--- src/rtl/custom_master_slave.sv ---
// custom_master_slave: register-programmed transfer sequencer behind an
// Avalon-MM-style slave port. A nonzero COUNT write while idle launches a
// burst of ADDR/DATA/NEXT triples on the rdwr_* / n_action interface.
// Optional readback port and STATUS register: CUSTOM_MASTER_SLAVE_READBACK_EN.
module custom_master_slave #(
  parameter int ADDR_W    = 32,
  parameter int DATA_W    = 32,
  parameter int ADDR_STEP = 4
) (
  input  logic              clk,
  input  logic              reset_n,          // active-high synchronous reset
  input  logic              slave_write,
  input  logic              slave_chipselect,
  input  logic [2:0]        slave_address,
  input  logic [DATA_W-1:0] slave_writedata,
`ifdef CUSTOM_MASTER_SLAVE_READBACK_EN
  input  logic              slave_read,
  output logic [DATA_W-1:0] slave_readdata,
`endif
  output logic              rdwr_cntl,
  output logic              n_action,
  output logic              add_data_sel,
  output logic [ADDR_W-1:0] rdwr_address
);

  typedef enum logic [1:0] {ST_IDLE, ST_ADDR, ST_DATA, ST_NEXT} state_t;

  state_t              r_state;
  logic                r_ctrl;
  logic [ADDR_W-1:0]   r_base;
  logic [DATA_W-1:0]   r_data;
  logic [DATA_W-1:0]   r_count;
  logic [DATA_W-1:0]   r_idx;
  logic                r_rdwr_cntl;
  logic                r_n_action;
  logic                r_add_data_sel;
  logic [ADDR_W-1:0]   r_rdwr_address;

  logic w_wr;
  logic w_idle;
  logic w_launch;

  assign w_wr     = slave_write & slave_chipselect;
  assign w_idle   = (r_state == ST_IDLE);
  // Slave writes only land while idle; a nonzero COUNT write is the launch.
  assign w_launch = w_idle & w_wr & (slave_address == 3'd3) & (|slave_writedata);

  assign rdwr_cntl    = r_rdwr_cntl;
  assign n_action     = r_n_action;
  assign add_data_sel = r_add_data_sel;
  assign rdwr_address = r_rdwr_address;

  // Register file: writable only in IDLE, addresses 4-7 are ignored.
  always_ff @(posedge clk) begin
    if (reset_n) begin
      r_ctrl  <= 1'b0;
      r_base  <= '0;
      r_data  <= '0;
      r_count <= '0;
    end else if (w_idle && w_wr) begin
      case (slave_address)
        3'd0:    r_ctrl  <= slave_writedata[0];
        3'd1:    r_base  <= ADDR_W'(slave_writedata);
        3'd2:    r_data  <= slave_writedata;
        3'd3:    r_count <= slave_writedata;
        default: ;
      endcase
    end
  end

  // Sequencer FSM; every output is registered alongside the state.
  always_ff @(posedge clk) begin
    if (reset_n) begin
      r_state        <= ST_IDLE;
      r_idx          <= '0;
      r_rdwr_cntl    <= 1'b0;
      r_n_action     <= 1'b1;
      r_add_data_sel <= 1'b0;
      r_rdwr_address <= '0;
    end else begin
      case (r_state)
        ST_IDLE: begin
          r_n_action     <= 1'b1;
          r_add_data_sel <= 1'b0;
          if (w_launch) begin
            r_state        <= ST_ADDR;
            r_idx          <= '0;
            r_rdwr_address <= r_base;
            r_rdwr_cntl    <= r_ctrl;
            r_n_action     <= 1'b0;
            r_add_data_sel <= 1'b1;
          end
        end
        ST_ADDR: begin
          r_state        <= ST_DATA;
          r_n_action     <= 1'b0;
          r_add_data_sel <= 1'b0;
        end
        ST_DATA: begin
          r_state        <= ST_NEXT;
          r_n_action     <= 1'b1;
          r_add_data_sel <= 1'b0;
        end
        ST_NEXT: begin
          r_idx <= r_idx + DATA_W'(1);
          if (r_idx + DATA_W'(1) == r_count) begin
            r_state        <= ST_IDLE;
            r_n_action     <= 1'b1;
            r_add_data_sel <= 1'b0;
          end else begin
            // Wraps modulo 2^ADDR_W with no flag.
            r_state        <= ST_ADDR;
            r_rdwr_address <= r_rdwr_address + ADDR_W'(ADDR_STEP);
            r_n_action     <= 1'b0;
            r_add_data_sel <= 1'b1;
          end
        end
        default: r_state <= ST_IDLE;
      endcase
    end
  end

`ifdef CUSTOM_MASTER_SLAVE_READBACK_EN
  logic              r_done;
  logic [DATA_W-1:0] r_readdata;

  assign slave_readdata = r_readdata;

  // Sticky done: set as a burst retires, cleared by the next launch.
  always_ff @(posedge clk) begin
    if (reset_n)
      r_done <= 1'b0;
    else if (w_launch)
      r_done <= 1'b0;
    else if (r_state == ST_NEXT && (r_idx + DATA_W'(1) == r_count))
      r_done <= 1'b1;
  end

  // Registered readback, one cycle latency.
  always_ff @(posedge clk) begin
    if (reset_n)
      r_readdata <= '0;
    else if (slave_read && slave_chipselect) begin
      case (slave_address)
        3'd0:    r_readdata <= DATA_W'(r_ctrl);
        3'd1:    r_readdata <= DATA_W'(r_base);
        3'd2:    r_readdata <= r_data;
        3'd3:    r_readdata <= r_count;
        3'd4:    r_readdata <= DATA_W'({r_done, ~w_idle});
        default: r_readdata <= '0;
      endcase
    end
  end
`else
  // DATA is a write-only scratch word when readback is absent.
  logic w_unused_data;
  assign w_unused_data = ^r_data;
`endif

endmodule

--- config.mk ---
export PLATFORM = sky130hd
export DESIGN_NAME = custom_master_slave
export DESIGN_NICKNAME = d
export VERILOG_FILES = /design/src/rtl/custom_master_slave.sv
export SDC_FILE = /design/constraint.sdc
export NUM_CORES = 1
export LEC_CHECK = 0
export ABC_AREA = 0
export CAP_MARGIN = 20
export CORE_MARGIN = 4
export CORE_UTILIZATION = 40
export CTS_BUF_LIST = sky130_fd_sc_hd__clkbuf_4
export DETAILED_ROUTE_END_ITERATION = 12
export PLACE_DENSITY = 0.62
export SYNTH_ARGS = -nofsm -noshare
export SYNTH_HDL_FRONTEND = slang
export SYNTH_SLANG_ARGS = --single-unit
--- constraint.sdc ---
create_clock -name clk -period 3.78 [get_ports clk]
set_clock_uncertainty 0.05 [all_clocks]
set_input_delay 0.567 -clock clk [delete_from_list [all_inputs] [get_ports clk]]
set_output_delay 0.567 -clock clk [all_outputs]
set_load 0.02 [all_outputs]
* After elaboration in Yosys (flattened, before gate mapping)
Index checks and enable logic that the tools add are counted.
Word-level totals: register bits after elaboration 134, output and inout port bits 35, input port bits 39, word-level logic and storage cells 49
Cells by class: add/subtract/negate cells 2, equality and inequality tests 8, reductions and logical operators 12, multiplexer cells 14, bitwise gates (word level) 4
Operators by type and width (number):
- one-hot mux 32 bit (2 select lines) | 2
- 2-to-1 mux 32 bit | 3
- adder 32 x 1 -> 32 bit (second input constant) | 1
- adder 32 x 3 -> 32 bit (second input constant) | 1
- == test 32 bit | 1
- OR reduction 32 bit | 1
- AND reduction 2 bit | 5
- one-hot mux 2 bit (4 select lines) | 1
- 2-to-1 mux 1 bit | 5
- bitwise AND 1 bit | 4
- == test 2 bit (second input constant) | 2
- one-hot mux 1 bit (4 select lines) | 1
- == test 3 x 1 -> 1 bit (second input constant) | 1
- == test 3 x 2 -> 1 bit (second input constant) | 1
- zero test 3 bit | 1
- one-hot mux 1 bit (3 select lines) | 1
- AND reduction 3 bit | 1
- == test 2 x 1 -> 1 bit (second input constant) | 1
- zero test 2 bit | 1
- 2-to-1 mux 2 bit | 1
- inequality test 2 x 1 -> 1 bit (second input constant) | 1
- inequality test 2 bit (second input constant) | 1
- nonzero test 2 bit | 1
- OR reduction 2 bit | 1
- logical AND 1 bit | 1

* Logic depth before layout (Yosys ltp)
depth in word-level cells 6, mapped depth 13, gate-level depth less buffers 11

* Worst setup path before layout
Ideal clock, no wire load.
kind reg-to-reg, from register r_idx[0], to register r_rdwr_address[4] (netlist: rdwr_address[4]), path slack 0.168 ns, required time 3.615 ns, buffers on the path 3, arrival time 3.448 ns, clock period less this slack 3.612 ns, library setup time 0.115 ns, cell stages (with the launch flop) 14, path through dfxtp_1 > ha_1 > buf_2 > nand4_1 > or4_1 > buf_2 > or3_1 > and3_1 > or4b_4 > nor4_4 > a41oi_2 > buf_2 > a21boi_1 > o21a_1
Between the ends: word-level cells in the longest chain between the ends 4
RTL lines:
- start: declaration | line 33 | logic [DATA_W-1:0] r_idx;
- start signal: assignment | line 105 | r_idx <= r_idx + DATA_W'(1);
- adder 32 x 1 -> 32 bit | line 106 | if (r_idx + DATA_W'(1) == r_count) begin
- == test 32 bit | line 106
- inequality test 2 bit (no line)
- AND reduction 3 bit (no line)
- end signal: assignment | line 88 | r_rdwr_address <= r_base;
- end signal: assignment | line 113 | r_rdwr_address <= r_rdwr_address + ADDR_W'(ADDR_STEP);
- end: declaration | line 37 | logic [ADDR_W-1:0] r_rdwr_address;
Every way passes these cells. A chain may end at the register's enable or synchronous reset.

* Worst setup path in the final report
from register r_idx[1], to register r_rdwr_address[4] (netlist: rdwr_address[4])
The elaborated chain is that of the path after synthesis.

==> summary.txt <==
Status
  • Run status: completed

Global route
  • Vias in the first global route: a little under 7k
  • Pin count of the biggest net entering global routing: 54
  • Initial antenna violation count: 0
  • First-pass GRT wire length: between 30000 and 40000 µm
  • All-Layer GR Usage: 0.217
  • Gr ovfl total: 0

STA
  • Fin crit share: 0.943
  • Peak Freq: roughly 0.28 GHz
  • Hold Violations, Final: 0
  • Worst-Margin Slew: about 1.1 ns
  • Min cycle time layout: roughly 3.6 ns
  • Setup TNS: 0 ns
  • Final Slew Violations: 0
  • RSZ-0062 raised after global routing: false
  • Finish-stage setup viols: 0
  • Rel. slew slack: 0.295

Logic synthesis
  • Yosys top cell by area: dfxtp_1
  • Synth cell types: about 70
  • Cell Area, Synth: 7300 µm²
  • Seq cells post-synth: 134
  • Dominant synthesized flop cell: dfxtp_1
  • Mean post-synth cell area: 7.48 µm²
  • Largest cells by area after synthesis: dfxtp_1 37%, nand2_1 10%, a21oi_1 8.4%, nor2_1 3.1%, o21ai_0 3.1%
  • Post-synthesis sequential area ratio: 0.367
  • Yosys top cell area share: 0.367
  • Yosys synthesis warning count: 0
  • Synthesized netlist cell count: between 900 and 1k
  • Number of synthesized flops with an enable pin: 0
  • Post-synthesis async set-or-reset flop share: 0
  • Syn nets: ~1.0k

Die
  • Die Width: around 140 µm
  • Die height: between 100 and 150 µm
  • Core Rows: 49
  • Die Area: between 20000 and 25000 µm²
  • Starting Density: 0.407
  • Core Area: between 15000 and 20000 µm²
  • IO Pins: 74

Worst setup path
  • FF-to-FF path depth: 11
  • Crit start category: flip-flop
  • Worst endpoint required time: between 4 and 5 ns
  • CP Class: reg -> reg
  • R2R Path End: rdwr_address[4]$_SDFFE_PP0P_
  • Worst reg-to-reg setup slack: around 0.22 ns
  • Worst EP arrival: 3.96 ns
  • CP Max Fanout: 40
  • Crit path from: r_idx[1]$_SDFFE_PP0P_
  • Worst setup path end: rdwr_address[4]$_SDFFE_PP0P_
  • Worst R2R Start: r_idx[1]$_SDFFE_PP0P_
  • CP endpoint kind: flip-flop

Routing
  • DRC: 0
  • WL/cell: between 15 and 20 µm
  • Routed Antenna Nets: 0
  • Starting DRT DRC Count: 527
  • Drt first pass iters: 5
  • Routed wire length: approximately 22000 µm
  • Routed vias/inst: between 5 and 6
  • Vias: between 7k and 8k

Clocking
  • Post-CTS Setup Bufs: 0
  • Max Root-Sink Buffers: 2
  • TritonCTS clock tree: yes
  • Clk root buf: clkbuf_4
  • Clock transition at path regs: roughly 0.13 ns
  • # clock sinks: roughly 130
  • H-tree depth: 4
  • Clock latency on the worst-skew pair: approximately 0.55 ns
  • Hold buffers post-CTS: 0
  • Post-CTS sizing: 0
  • Cts bufs inserted: 17

Final layout
  • Register Area: approximately 2700 µm²
  • Fillcell total: ~1.8k
  • Nets: between 1k and 1.5k
  • Design Area, Final: slightly below 9000 µm²
  • Layout cells sized above 1: 0.0892
  • Post-Route Utilization: 0.490
  • Area Overhead vs Synth: 20.6%
  • Footprint of the multi-input gates: ~4300 µm²

Placement
  • Routability cong.: 0.957
  • Final HPWL DP: between 15000 and 20000 µm
  • Number of port buffers: between 70 and 80
  • Placed Area: 8380 µm²

Pwr
  • Cell leakage power: roughly 2.8 nW
  • Power Dens Cells: roughly 350 nW/µm²
  • Max VDD drop: between 200 and 250 µV

Job
  • MaxCap Viol Count: 0

Min path
  • Worst hold path class: reg -> reg
## synthesized netlist by cell type (5+ instances only)
master,instances
a211oi_1,10
a21boi_0,6
a21boi_1,7
a21o_1,6
a21oi_1,122
a311oi_1,8
a31oi_1,8
and2_1,7
and3_1,13
and4_1,8
buf_2,11
clkbuf_1,55
dfxtp_1,134
ha_1,5
inv_1,15
mux2i_1,9
nand2_1,203
nand3_1,29
nand3b_1,6
nand4_1,16
nand4b_1,5
nor2_1,61
nor2b_1,7
nor3_1,15
nor3b_1,5
nor4_1,23
o21a_1,5
o21ai_0,45
o21ai_1,7
o31ai_1,5
o32ai_1,10
or3_1,7
or4_1,7
xnor2_1,25
xor2_1,14
## worst min-delay path by stage
stage | startpoint | end | slack (ns) | cells past startpoint
CTS | r_base[27]$_SDFFE_PP0P_ | r_base[27]$_SDFFE_PP0P_ | 0.41 | 2
global route | r_base[6]$_SDFFE_PP0P_ | r_base[6]$_SDFFE_PP0P_ | 0.43 | 2
detailed placement | r_base[27]$_SDFFE_PP0P_ | r_base[27]$_SDFFE_PP0P_ | 0.40 | 2
floorplan | r_base[27]$_SDFFE_PP0P_ | r_base[27]$_SDFFE_PP0P_ | 0.38 | 2
finish | r_base[6]$_SDFFE_PP0P_ | r_base[6]$_SDFFE_PP0P_ | 0.41 | 2
global placement | r_base[31]$_SDFFE_PP0P_ | r_base[31]$_SDFFE_PP0P_ | 0.39 | 2
## critical path, stage by stage (launching register included)
cell and delay (ns):
dfxtp_1 0.40, ha_1 0.19, nand4_1 0.14, or4_4 0.50
or3_1 0.36, and3_1 0.20, or4b_4 0.52, nor4_4 0.35
a41oi_2 0.20, buf_12 0.23, a21boi_1 0.14, o21a_1 0.18
## kinds of logic (layout without fill, tap and decap cells)
logic type	count (synthesis)	count (layout)	synth area share
flip-flops	134	134	0.367
multiplexers	10	10	0.0139
AND/OR/NAND/NOR	428	428	0.284
XOR/XNOR	39	39	0.0468
other	0	2	0
buffers and inverters	87	164	0.0487
AO/OA/AOI/OAI	274	274	0.230
adder cells (fa/ha/maj)	5	5	0.00857
## registers in the layout, indices dropped and copies added (netlist names)
register and count:
add_data_sel 1, n_action 1, r_base 32, r_count 32, r_ctrl 1, r_idx 32
r_state 2, rdwr_address 32, rdwr_cntl 1
## layer usage
layer / global-route usage / routed length [µm] / vias to the layer above
met1: 0.314 / 10700 / 3452
met3: 0.0529 / 1600 / 31
li1: - / - / 3635
met5: 0 / 0 / -
met4: 0.0460 / 328 / 0
met2: 0.329 / 9660 / 250
## where the power goes
part	switching, mW	leakage, nW	internal (mW)
Sequential	0.0235	1.08	1.44
Clock	0.574	0.203	0.729
Combinational	0.177	1.56	0.120
## final cells by class
type                       instances  area share
timing repair buffer             117       0.125
tap                              229      0.0325
sequential                       134       0.304
clock inverter                    15      0.0311
antenna                            2    0.000568
clock buffer                      17      0.0145
inverter                          15     0.00639
multi-input combinational        756       0.486
## layout by cell type (no fill, tap or decap), types with 6 or more instances in the layout
master,Yosys,final
nand2_1,203,203
dfxtp_1,134,134
a21oi_1,122,122
clkdlybuf4s50_1,0,72
nor2_1,61,60
o21ai_0,45,44
buf_4,4,41
nand3_1,29,29
xnor2_1,25,25
nor4_1,23,23
clkbuf_4,0,17
nand4_1,16,16
nor3_1,15,15
inv_1,15,15
xor2_1,14,14
and3_1,13,13
o32ai_1,10,10
a211oi_1,10,10
mux2i_1,9,9
and4_1,8,8
o21ai_1,7,8
a31oi_1,8,8
a311oi_1,8,8
a21boi_1,7,7
nor2b_1,7,7
and2_1,7,7
or3_1,7,7
bufinv_16,0,7
nand3b_1,6,6
a21o_1,6,6
a21boi_0,6,6
or4_1,7,6
## through the flow
step | worst slack [ns] | power [mW] | hold slack (ns) | std cells
final | 0.216 | 3.06 | 0.412 | 1285
after global routing | 0.0423 | 3.18 | 0.429 | 1283
after CTS | 0.148 | 3.09 | 0.413 | 1282
after detailed placement | 0.153 | 1.79 | 0.396 | 1250
after global placement | 0.193 | 1.79 | 0.392 | 1250
after floorplan | 0.168 | 1.64 | 0.382 | 977
Note: power is estimated with default switching activity, not from simulation.
